--- config.mk ---
export PLATFORM = sky130hd
export DESIGN_NAME = sync_fifo_flags
export DESIGN_NICKNAME = d
export VERILOG_FILES = /design/src/rtl/sync_fifo_flags.sv
export SDC_FILE = /design/constraint.sdc
export NUM_CORES = 1
export LEC_CHECK = 0
export CELL_PAD_IN_SITES_DETAIL_PLACEMENT = 2
export CELL_PAD_IN_SITES_GLOBAL_PLACEMENT = 2
export CORE_MARGIN = 5
export CORE_UTILIZATION = 31
export CTS_CLUSTER_SIZE = 30
export DETAILED_ROUTE_END_ITERATION = 12
export GPL_TIMING_DRIVEN = 0
export PLACE_DENSITY = 0.71
export SYNTH_ARGS = -nofsm -noshare
export SYNTH_HDL_FRONTEND = slang
export SYNTH_SLANG_ARGS = --single-unit
export TNS_END_PERCENT = 30
--- constraint.sdc ---
create_clock -name clk -period 7.4 [get_ports clk]
set_clock_uncertainty 0.2 [all_clocks]
set_input_delay 1.11 -clock clk [delete_from_list [all_inputs] [get_ports clk]]
set_output_delay 1.11 -clock clk [all_outputs]
set_load 0.005 [all_outputs]
--- src/rtl/sync_fifo_flags.sv ---
// -----------------------------------------------------------------------------
// sync_fifo_flags
//
// Single-clock FIFO with arbitrary (non power-of-two) depth, registered
// occupancy, programmable almost-full / almost-empty thresholds, sticky
// overflow / underflow error flags, synchronous flush and a selectable
// first-word-fall-through read mode.
//
// Parameters:
//   DATA_W   data word width in bits (>= 1)
//   DEPTH    number of entries (>= 2, any integer)
//   AF_LEVEL almost_full asserts when level >= AF_LEVEL
//   AE_LEVEL almost_empty asserts when level <= AE_LEVEL
//   FWFT     0 = registered read (1-cycle latency), 1 = first-word-fall-through
//   LVL_W    derived width of the level output
//
// Ports:
//   clk          in   clock, all logic on rising edge
//   reset        in   asynchronous, active-low reset
//   clr          in   synchronous flush, overrides push/pop
//   push         in   write request
//   din          in   write data
//   pop          in   read request
//   dout         out  read data
//   dout_valid   out  dout qualifier
//   full         out  level == DEPTH
//   empty        out  level == 0
//   almost_full  out  level >= AF_LEVEL
//   almost_empty out  level <= AE_LEVEL
//   level        out  current occupancy 0..DEPTH
//   overflow     out  sticky: push seen while full
//   underflow    out  sticky: pop seen while empty
// -----------------------------------------------------------------------------
module sync_fifo_flags #(
  parameter  int DATA_W   = 8,
  parameter  int DEPTH    = 8,
  parameter  int AF_LEVEL = 6,
  parameter  int AE_LEVEL = 2,
  parameter  int FWFT     = 0,
  localparam int LVL_W    = $clog2(DEPTH + 1)
) (
  input  logic              clk,
  input  logic              reset,
  input  logic              clr,
  input  logic              push,
  input  logic [DATA_W-1:0] din,
  input  logic              pop,
  output logic [DATA_W-1:0] dout,
  output logic              dout_valid,
  output logic              full,
  output logic              empty,
  output logic              almost_full,
  output logic              almost_empty,
  output logic [LVL_W-1:0]  level,
  output logic              overflow,
  output logic              underflow
);

  localparam int PTR_W = $clog2(DEPTH);

  localparam logic [PTR_W-1:0]  PTR_ZERO = PTR_W'(0);
  localparam logic [PTR_W-1:0]  PTR_ONE  = PTR_W'(1);
  localparam logic [PTR_W-1:0]  PTR_LAST = PTR_W'(DEPTH - 1);
  localparam logic [LVL_W-1:0]  LVL_ZERO = LVL_W'(0);
  localparam logic [LVL_W-1:0]  LVL_ONE  = LVL_W'(1);
  localparam logic [LVL_W-1:0]  LVL_FULL = LVL_W'(DEPTH);
  localparam logic [LVL_W-1:0]  LVL_AF   = LVL_W'(AF_LEVEL);
  localparam logic [LVL_W-1:0]  LVL_AE   = LVL_W'(AE_LEVEL);
  localparam logic [DATA_W-1:0] DATA_ZERO = DATA_W'(0);

  // Reject parameter sets for which the flag definitions make no sense.
  if (DEPTH < 2 || AE_LEVEL < 0 || AE_LEVEL >= AF_LEVEL || AF_LEVEL > DEPTH) begin : g_param_err
    $error("sync_fifo_flags: need DEPTH>=2 and 0 <= AE_LEVEL < AF_LEVEL <= DEPTH");
  end

  // Storage (intentionally not reset) and registered state.
  logic [DATA_W-1:0] mem_r [DEPTH];
  logic [PTR_W-1:0]  wr_ptr_r;
  logic [PTR_W-1:0]  rd_ptr_r;
  logic [LVL_W-1:0]  level_r;
  logic              full_r;
  logic              empty_r;
  logic              af_r;
  logic              ae_r;
  logic              ovf_r;
  logic              unf_r;
  logic [DATA_W-1:0] dout_r;
  logic              dv_r;

  // Next-state signals.
  logic              wr_en_s;
  logic              rd_en_s;
  logic [PTR_W-1:0]  wr_ptr_nxt_s;
  logic [PTR_W-1:0]  rd_ptr_nxt_s;
  logic [LVL_W-1:0]  level_nxt_s;
  logic [DATA_W-1:0] dout_nxt_s;
  logic              dv_nxt_s;

  // Pointer increment with explicit wrap so any DEPTH works.
  function automatic logic [PTR_W-1:0] ptr_inc(input logic [PTR_W-1:0] p);
    if (p == PTR_LAST) begin
      return PTR_ZERO;
    end else begin
      return p + PTR_ONE;
    end
  endfunction

  // Accept decisions; a flush cycle accepts nothing.
  always_comb begin
    wr_en_s = push & ~full_r  & ~clr;
    rd_en_s = pop  & ~empty_r & ~clr;
  end

  // Next pointer values.
  always_comb begin
    wr_ptr_nxt_s = wr_ptr_r;
    rd_ptr_nxt_s = rd_ptr_r;
    if (wr_en_s) begin
      wr_ptr_nxt_s = ptr_inc(wr_ptr_r);
    end else begin
      wr_ptr_nxt_s = wr_ptr_r;
    end
    if (rd_en_s) begin
      rd_ptr_nxt_s = ptr_inc(rd_ptr_r);
    end else begin
      rd_ptr_nxt_s = rd_ptr_r;
    end
  end

  // Next occupancy; a simultaneous accepted write and read leaves it unchanged.
  always_comb begin
    level_nxt_s = level_r;
    case ({wr_en_s, rd_en_s})
      2'b10:   level_nxt_s = level_r + LVL_ONE;
      2'b01:   level_nxt_s = level_r - LVL_ONE;
      default: level_nxt_s = level_r;
    endcase
  end

  if (FWFT != 0) begin : g_fwft
    // Head-of-queue tracking: dout always shows the entry that would be popped next.
    always_comb begin
      dout_nxt_s = dout_r;
      dv_nxt_s   = (level_nxt_s != LVL_ZERO);
      if (wr_en_s && (empty_r || (rd_en_s && (level_r == LVL_ONE)))) begin
        // The new head is the word being written this cycle; it is not in
        // storage yet, so take it straight from din.
        dout_nxt_s = din;
      end else if (rd_en_s && (level_nxt_s != LVL_ZERO)) begin
        dout_nxt_s = mem_r[rd_ptr_nxt_s];
      end else begin
        dout_nxt_s = dout_r;
      end
    end
  end else begin : g_std
    // Registered read: load the head on an accepted pop, pulse valid for one cycle.
    always_comb begin
      dout_nxt_s = dout_r;
      dv_nxt_s   = 1'b0;
      if (rd_en_s) begin
        dout_nxt_s = mem_r[rd_ptr_r];
        dv_nxt_s   = 1'b1;
      end else begin
        dout_nxt_s = dout_r;
        dv_nxt_s   = 1'b0;
      end
    end
  end

  // Storage write port.
  always_ff @(posedge clk) begin
    if (wr_en_s) begin
      mem_r[wr_ptr_r] <= din;
    end
  end

  // Control state, flags and read data; flags derive from the next level.
  always_ff @(posedge clk or negedge reset) begin
    if (!reset) begin
      wr_ptr_r <= PTR_ZERO;
      rd_ptr_r <= PTR_ZERO;
      level_r  <= LVL_ZERO;
      full_r   <= 1'b0;
      empty_r  <= 1'b1;
      af_r     <= 1'b0;
      ae_r     <= 1'b1;
      ovf_r    <= 1'b0;
      unf_r    <= 1'b0;
      dout_r   <= DATA_ZERO;
      dv_r     <= 1'b0;
    end else if (clr) begin
      wr_ptr_r <= PTR_ZERO;
      rd_ptr_r <= PTR_ZERO;
      level_r  <= LVL_ZERO;
      full_r   <= 1'b0;
      empty_r  <= 1'b1;
      af_r     <= 1'b0;
      ae_r     <= 1'b1;
      ovf_r    <= 1'b0;
      unf_r    <= 1'b0;
      dout_r   <= DATA_ZERO;
      dv_r     <= 1'b0;
    end else begin
      wr_ptr_r <= wr_ptr_nxt_s;
      rd_ptr_r <= rd_ptr_nxt_s;
      level_r  <= level_nxt_s;
      full_r   <= (level_nxt_s == LVL_FULL);
      empty_r  <= (level_nxt_s == LVL_ZERO);
      af_r     <= (level_nxt_s >= LVL_AF);
      ae_r     <= (level_nxt_s <= LVL_AE);
      ovf_r    <= ovf_r | (push & full_r);
      unf_r    <= unf_r | (pop & empty_r);
      dout_r   <= dout_nxt_s;
      dv_r     <= dv_nxt_s;
    end
  end

  assign dout         = dout_r;
  assign dout_valid   = dv_r;
  assign full         = full_r;
  assign empty        = empty_r;
  assign almost_full  = af_r;
  assign almost_empty = ae_r;
  assign level        = level_r;
  assign overflow     = ovf_r;
  assign underflow    = unf_r;

endmodule

Word-level counts from Yosys, hierarchy flattened
Memory sizes are Yosys's and may differ from the RTL's.
Cells that the tools add are included.
{"block": "op_classes", "n_addsub": 4, "magnitude_cmp": 2, "n_eq_ne": 5, "muxes": 20, "n_bitwise": 11, "reduce_logical": 3}
{"cell": "2-to-1 mux 3 bit", "count": 6}
{"cell": "2-to-1 mux 8 bit", "count": 2}
{"cell": "2-to-1 mux 1 bit", "count": 10}
{"cell": "one-hot mux 4 bit (2 select lines)", "count": 1}
{"cell": "adder 3 x 1 -> 3 bit, second input constant", "count": 2}
{"cell": "bitwise AND 1 bit", "count": 6}
{"cell": "== test 3 bit, second input constant", "count": 2}
{"cell": "adder 4 x 1 -> 4 bit, second input constant", "count": 1}
{"cell": "== test 4 bit, second input constant", "count": 1}
{"cell": "greater-or-equal comparator 4 x 3 -> 1 bit, second input constant", "count": 1}
{"cell": "<= comparator 4 x 2 -> 1 bit, second input constant", "count": 1}
{"cell": "zero test 4 bit", "count": 1}
{"cell": "2-to-1 mux 4 bit", "count": 1}
{"cell": "nonzero test 2 bit", "count": 2}
{"cell": "subtractor 4 x 1 -> 4 bit, second input constant", "count": 1}
{"cell": "inverter 1 bit", "count": 3}
{"cell": "== test 2 x 1 -> 1 bit, second input constant", "count": 1}
{"cell": "== test 2 bit, second input constant", "count": 1}
{"cell": "bitwise OR 1 bit", "count": 2}
{"block": "word_totals", "regBits": 25, "ram_bits": 64, "input_bits": 13, "out_inout_bits": 19, "word_cells": 57, "n_memories": 1}
{"memory": "mem_r", "depth": 8, "width": 8, "rd": 1, "rd_ports_with_merged_regs": 0, "write_ports": 1, "line": "77", "source": "logic [DATA_W-1:0] mem_r [DEPTH];"}

Logic depth before layout (Yosys ltp)
Gate-level depths: netlist of the first run.
{"block": "logic_depth", "word_depth": 7, "ltp_mapped": 12, "ltp_nobuf": 11}

Worst setup path before layout of the first run
No wires, ideal clock.
{"block": "synth_timing", "path_kind": "input to register", "startpoint": "input pop", "endpoint": "register full_r, in the netlist full", "setup_time_ps": 80, "arrival_time_ps": 3078, "required_time_ps": 7120, "slack_ps": 4042, "stages": 11, "n_path_buf": 1, "path_cell_list": "nor2b_1 > clkbuf_1 > nor2b_1 > ha_1 > xor2_1 > ha_1 > a21oi_2 > mux2i_1 > xor2_1 > o21a_1 > nor3b_2"}
{"block": "synth_between", "elab_chain_len": 6, "word_cells_on_any_way": 7, "cone_classes": "3 x eq/ne; 2 x mux; 2 x bitwise"}
{"element": "start, declared", "line": "47", "source": "input logic pop,"}
{"element": "bitwise AND 1 bit (*) (2 in series)", "line": "111", "source": "rd_en_s = pop & ~empty_r & ~clr;"}
{"element": "== test 2 x 1 -> 1 bit or == test 2 bit (tied branches)", "line": "133", "source": "case ({wr_en_s, rd_en_s})"}
{"element": "one-hot mux 4 bit (2 select lines) (*)", "line": "133"}
{"element": "== test 4 bit (*)", "line": "207", "source": "full_r <= (level_nxt_s == LVL_FULL);"}
{"element": "2-to-1 mux 1 bit (*)", "line": "191", "source": "end else if (clr) begin"}
{"element": "end signal, assigned", "line": "207"}
{"element": "end, declared", "line": "81", "source": "logic full_r;"}
Mark *: on every way between the ends. The rest lies on a longest branch, timed or not.
A chain may end at the register's enable or synchronous reset.

Worst setup path after layout of the first run
Ends and elaborated chain as after synthesis.

==> impl_results.md, run 1 <==
* DRC at 0
* Critical Path RT at 7.46 ns
* Slew @ Worst Pin at 1.18 ns
* Number of global-route vias before repair at 2,278
* # fillers at 1,137
* Post-Synthesis Cells at 218
* Largest net degree at the start of global routing at 26
* Top delay family on crit path: buffers and inverters
* H-tree levels at 3
* Die area at 0.0142 sq mm
* Achievable Freq at 0.251 GHz
* Crit path largest cell delay at 0.47 ns
* Fraction of layout cells with a size suffix above 1 at 15.9%
* Placer congestion estimate at 0.674
* Critical path startpoint category: primary input
* Final Non-Filler Cells at 411
* Routed wire length at 8440 um
* Yosys warning count at 0
* Tmin final at 3.99 ns
* Worst-path clk slew at 0.06 ns
* NumNets Final at 278
* Average vias per placed instance at 4.82
* Drt wl/cell at 20.5 um
* Commonest non-fill, non-tap cell in the layout: edfxtp_1
* Buffers & Inverters on Critical Path at 2
* Die W at 119 um
* Net Count, Synth at 237
* Mean Syn Cell Area at 17.0 sq um
* CTS sink count at 89
* Hold-fix buffers, CTS at 0
* Final hold slack at 0.300 ns
* Gr usage total at 12.9%
* Crit-path cells: clkdlybuf4s50_1 -> nor2b_1 -> clkbuf_1 -> nor2b_1 -> ha_1 -> xor2_1 -> ha_1 -> a21oi_2 -> mux2i_1 -> xor2_1 -> o21a_1 -> nor3b_2
* Total of max-cap violations at 0
* Die span in y at 119 um
* CP arrival at 4.05 ns
* Final count of pins violating max slew at 0
* CTS root buf: clkbuf_16
* Rel. slew slack at 20.8%
* Via count at 1,982
* #FFs+latches synth at 89
* Area taken by multi-input logic gates at 0.00105 sq mm
* Clock Latency Late Sink at 0.34 ns
* Storage cell area at 0.00255 sq mm
* Detailed-placement wirelength estimate at 5890 um
* Placed cells at 395
* Worst Setup End Kind: flip-flop
* Core area at 0.0119 sq mm
* Antenna cell count at 0
* CTS Buf Count at 9
* Starting Density at 31.2%
* Slowest cell on the critical path: clkdlybuf4s50_1
* Ratio of final minimum period to clock period at 53.9%
* Critical path class: in2reg
* Number of setup buffers added after CTS at 0
* Overall power at 1200 uW
* Area delta synth->final at 22.8%
* CTS tree: done
* Pre-antenna DRT Iters at 4
* Final hold violations at 0
* Initial antenna violation count at 0
* Register area share after synthesis at 68.9%
* First-pass GRT wire length at 13,400 um
* Final number of setup-violating endpoints at 0
* Site Rows at 40
* CTS Buffer Depth at 2
* CP max FO at 10
* Most frequent cells in the layout: edfxtp_1 (64), clkdlybuf4s50_1 (30), nor2_1 (29), dfrtp_1 (23)
* Peak supply drop at 0.122 mV
* Min-Delay Path Class: reg2reg
* Number of port buffers at 30
* Power per Cell Area at 263 mW/mm^2
* Post-synthesis cell area at 0.00370 sq mm
* Leak at 0.00160 uW
* RSZ-0062 raised after global routing: no
* # resized after CTS at 0
* Fin Setup TNS at 0 ns
* Overflow after GRT at 0
* Status: finished, final reports clean
* Starting DRT DRC Count at 141
* Antenna Nets Post-Route at 0
* Post-synth cell types at 40
* Number of I/O pins at 32
## tightest hold or removal path: cells and delay by family (launching register included)
kind / cells / cell delay (ns)
and+or+nand+nor: 1 / 0.07
AOI/OAI and AO/OA: 1 / 0.04
DFF: 1 / 0.35
## cell usage after synthesis (all sizes together)
cell type / count / area, sq um
xnor2: 1 / 8.76
a21oi: 6 / 33.8
mux4: 16 / 387
nor2b: 4 / 25.0
ha: 6 / 75.1
a41o: 1 / 10.0
mux2i: 12 / 120
nor3: 4 / 20.0
inv: 2 / 7.51
buf: 9 / 81.3
or2: 1 / 6.26
clkbuf: 5 / 23.8
nand4b: 1 / 8.76
a211oi: 8 / 60.1
dfrtp: 23 / 576
edfxtp: 64 / 1920
nor2: 29 / 109
o21ai: 2 / 10.0
dfstp: 2 / 52.6
nor3b: 4 / 35.0
or3: 1 / 6.26
nand2: 4 / 15.0
nand3: 1 / 5.00
o21a: 1 / 7.51
nand3b: 1 / 7.51
a22oi: 1 / 12.5
xor2: 5 / 51.3
nand2b: 3 / 18.8
a21o: 1 / 7.51
## cell families after synthesis
kind of cell    Yosys count  synth area share [%]
buf+inv                  16                  3.04
xor+xnor                  6                  1.62
mux                      28                  13.7
compound gates           20                  3.82
flops                    89                  68.9
fa+ha+maj                 6                  2.03
simple gates             53                  6.93
## power by group
part | switching [uW] | leakage [uW] | internal [uW] | total, uW
Sequential | 9.61 | 0.000913 | 552 | 562
Clock | 189 | 0.000171 | 324 | 513
Combinational | 59.0 | 0.000512 | 61.5 | 120
## through the flow
stage               setup slack (ns)  util, %  cell area, sq um
floorplan                       4.04        -              3700
global placement                3.12     35.3              4190
detailed placement              3.06     35.4              4200
CTS                             3.40     38.3              4550
global route                    3.03     38.3              4550
finish                          3.41     38.3              4550
## registers in the layout, indices dropped and copies added (netlist names)
name / count
rd_ptr_r: 3
mem_r: 64
underflow: 1
dout: 8
dout_valid: 1
overflow: 1
full: 1
almost_empty: 1
empty: 1
wr_ptr_r: 3
level: 4
almost_full: 1
## layout make-up
cell class,instances,area share (%)
inverters,2,0.165
clock buffers,12,6.60
clock inverters,4,1.13
repair buffers,30,6.60
well taps,147,4.04
plain buffers,14,2.31
multi-input cells,113,23.1
flip-flops and latches,89,56.1
## path summary, 6_finish.rpt
check / start / end / slack, ns / depth (start not counted)
max reg2reg: empty / full / 4.31 / 11
max in group asynchronous: reset / almost_full / 5.09 / 1
min reg2reg: underflow / underflow / 0.30 / 2
min: underflow / underflow / 0.30 / 2
min in group asynchronous: reset / wr_ptr_r[0] / 1.20 / 1
max: pop / full / 3.41 / 12
## per-layer routing
| metal | GRT usage [%] | part of all wire, % | vias to the layer above |
|---|---|---|---|
| met2 | 21.8 | 52 | 35 |
| met4 | 5.87 | 1.8 | 0 |
| met3 | 2.09 | 2.2 | 10 |
| li1 | - | - | 912 |
| met5 | 0 | 0 | - |
| met1 | 16.3 | 44 | 1025 |
(Power assumes the default switching activity.)
==> run 2, diff against run 1 <==
clock period = 3.87 ns   (was 7.4 ns; I/O delays follow)
==> results of run 2 <==
The final DEF is identical to that of run 1. Status: finished, final reports clean.
Main changes from that run: setup slack after placement 3.06 ns -> 0.0608 ns; setup slack after layout 3.41 ns -> 0.411 ns; register-to-register setup slack 4.31 ns -> 0.78 ns; total power 1200 uW -> 2290 uW; worst IR drop on VDD 0.122 mV -> 0.234 mV
==> run 3, diff against run 2 <==
clock period = 3.67 ns   (was 3.87 ns; I/O delays follow)
==> impl_results.md, run 3 (synthesized netlist as in run 1, its figures left out) <==
* Final number of setup-violating endpoints at 0 (unchanged)
* Clock Latency Late Sink at 0.34 ns (about the same)
* Number of I/O pins at 32 (unchanged)
* CP max FO at 10 (unchanged)
* Starting DRT DRC Count at 141 (unchanged)
* Crit-path cells: clkdlybuf4s50_1 -> nor2b_1 -> clkbuf_2 -> nor2b_1 -> ha_1 -> xor2_1 -> ha_1 -> a21oi_2 -> mux2i_1 -> xor2_1 -> o21a_1 -> nor3b_2
* Largest reg by FF count: mem_r
* Power per Cell Area at 530 mW/mm^2
* Min-Delay Path Class: reg2reg
* Fraction of layout cells with a size suffix above 1 at 16.3% (+0.38 points)
* CTS root buf: clkbuf_16
* Total of max-cap violations at 0 (unchanged)
* Leak at 0.00160 uW (+0.21%)
* Site Rows at 40 (unchanged)
* CTS tree: done
* Routed wire length at 8440 um (about the same)
* RSZ-0062 raised after global routing: no
* NumNets Final at 278 (unchanged)
* # fillers at 1,137 (unchanged)
* Number of port buffers at 30 (unchanged)
* Pre-CTS WS at -0.109 ns
* Number of flip-flops in the largest register at 64 (unchanged)
* Achievable Freq at 0.306 GHz
* DRC at 0 (unchanged)
* Area delta synth->final at 22.9% (about the same)
* CTS sink count at 89 (unchanged)
* Overflow after GRT at 0 (unchanged)
* CP arrival at 3.33 ns
* Hold-fix buffers, CTS at 0 (unchanged)
* Slowest cell on the critical path: clkdlybuf4s50_1
* Number of global-route vias before repair at 2,278 (unchanged)
* Buffers & Inverters on Critical Path at 2 (unchanged)
* HP Start: underflow
* Slew @ Worst Pin at 1.18 ns (-0.00196 ns)
* Critical path class: in2reg
* Antenna Nets Post-Route at 0 (unchanged)
* Crit path largest cell delay at 0.47 ns (about the same)
* Worst Hold End: underflow
* Die area at 0.0142 sq mm (unchanged)
* Antenna cell count at 0 (unchanged)
* Detailed-placement wirelength estimate at 5890 um (unchanged)
* Reg2Reg Setup Slack at 0.72 ns
* Drt wl/cell at 20.5 um (about the same)
* Status: finished, final reports clean
* Commonest non-fill, non-tap cell in the layout: edfxtp_1
* Hold Path Depth at 2 (unchanged)
* RR Startpoint: empty
* Most frequent cells in the layout: edfxtp_1 (64), clkdlybuf4s50_1 (30), nor2_1 (29), dfrtp_1 (23)
* Die span in y at 119 um (unchanged)
* Average vias per placed instance at 4.83 (+0.15%)
* Worst Setup End Kind: flip-flop
* Core area at 0.0119 sq mm (unchanged)
* Fin Setup TNS at 0 ns (unchanged)
* First-pass GRT wire length at 13,400 um (unchanged)
* Tmin final at 3.27 ns
* Top delay family on crit path: buffers and inverters
* Initial antenna violation count at 0 (unchanged)
* Critical path startpoint category: primary input
* Ratio of final minimum period to clock period at 89.0%
* Worst Reg-to-Reg Cells at 11 (unchanged)
* Peak supply drop at 0.247 mV
* Largest net degree at the start of global routing at 26 (unchanged)
* Final count of pins violating max slew at 0 (unchanged)
* H-tree levels at 3 (unchanged)
* Worst Slack Setup Final at 0.403 ns
* Gr usage total at 12.9% (unchanged)
* Worst-path clk slew at 0.06 ns (about the same)
* CTS Buffer Depth at 2 (unchanged)
* Via count at 1,985 (+0.15%)
* Placer congestion estimate at 0.674 (unchanged)
* Pre-antenna DRT Iters at 4 (unchanged)
* Total stage count of the critical path at 12 (unchanged)
* Critical Path RT at 3.73 ns
* Die W at 119 um (unchanged)
* Rel. slew slack at 20.9% (+0.13 points)
* CTS Buf Count at 9 (unchanged)
* Number of setup buffers added after CTS at 0 (unchanged)
* Worst reg2reg endpoint: full
* Final hold violations at 0 (unchanged)
* Setup crit start: pop
* Starting Density at 31.2% (unchanged)
run 3: cell count changes in the layout (fill, tap and decap cells not counted):
cell and delta:
clkbuf_1 -1, clkbuf_2 +1
run 3: how the worst max path moves through the flow:
stage                       to  slack [ns]
after floorplan           full        0.87
after global placement    full       -0.05
after detailed placement  full       -0.11
after CTS                 full        0.23
after global routing      full        0.05
final                     full        0.40
run 3: final cells by class:
class / instances / area, sq um / share of cell area [%]
Tap cell: 147 / 184 / 4.04
Multi-Input combinational cell: 113 / 1050 / 23.1
Sequential cell: 89 / 2550 / 56.1
Clock buffer: 12 / 300 / 6.60
Clock inverter: 4 / 51.3 / 1.13
Timing Repair Buffer: 30 / 300 / 6.60
Inverter: 2 / 7.51 / 0.165
Buffer: 14 / 106 / 2.34
run 3: routing by layer:
| layer | track usage [%] | routed length [um] | up-vias |
|---|---|---|---|
| li1 | - | - | 912 |
| met4 | 5.87 | 153 | 0 |
| met2 | 21.8 | 4360 | 33 |
| met3 | 2.09 | 184 | 10 |
| met5 | 0 | 0 | - |
| met1 | 16.3 | 3740 | 1030 |
run 3: worst register-to-register path, cell delays in order, from the launching register on:
cell and delay [ns]:
dfstp_2 0.54, nor2b_1 0.07, clkbuf_2 0.22, nor2b_1 0.20, ha_1 0.29, xor2_1 0.18, ha_1 0.19, a21oi_2 0.11
mux2i_1 0.22, xor2_1 0.32, o21a_1 0.19, nor3b_2 0.14
run 3: power by group:
| part | internal, uW | total [uW] | switching [uW] |
|---|---|---|---|
| clock network | 653 | 1030 | 381 |
| registers | 1110 | 1130 | 19.3 |
| logic | 124 | 243 | 119 |
| total | 1890 | 2410 | 519 |
run 3: metrics by stage:
stage | cell area (sq um) | power [uW] | hold WS [ns] | cells | util [%]
detailed placement | 4200 | 1400 | 0.291 | 395 | 35.4
CTS | 4550 | 2450 | 0.307 | 411 | 38.3
finish | 4550 | 2410 | 0.300 | 411 | 38.4
global placement | 4190 | 1390 | 0.278 | 395 | 35.3
floorplan | 3700 | 1290 | 0.0549 | 218 | -
global route | 4550 | 2520 | 0.336 | 411 | 38.4
run 3: what timing repair did:
action                                 4_1_cts  5_1_grt
setup endpoints to repair                    0        3
resized for setup                            0        2
endpoints found under the hold margin        0        0
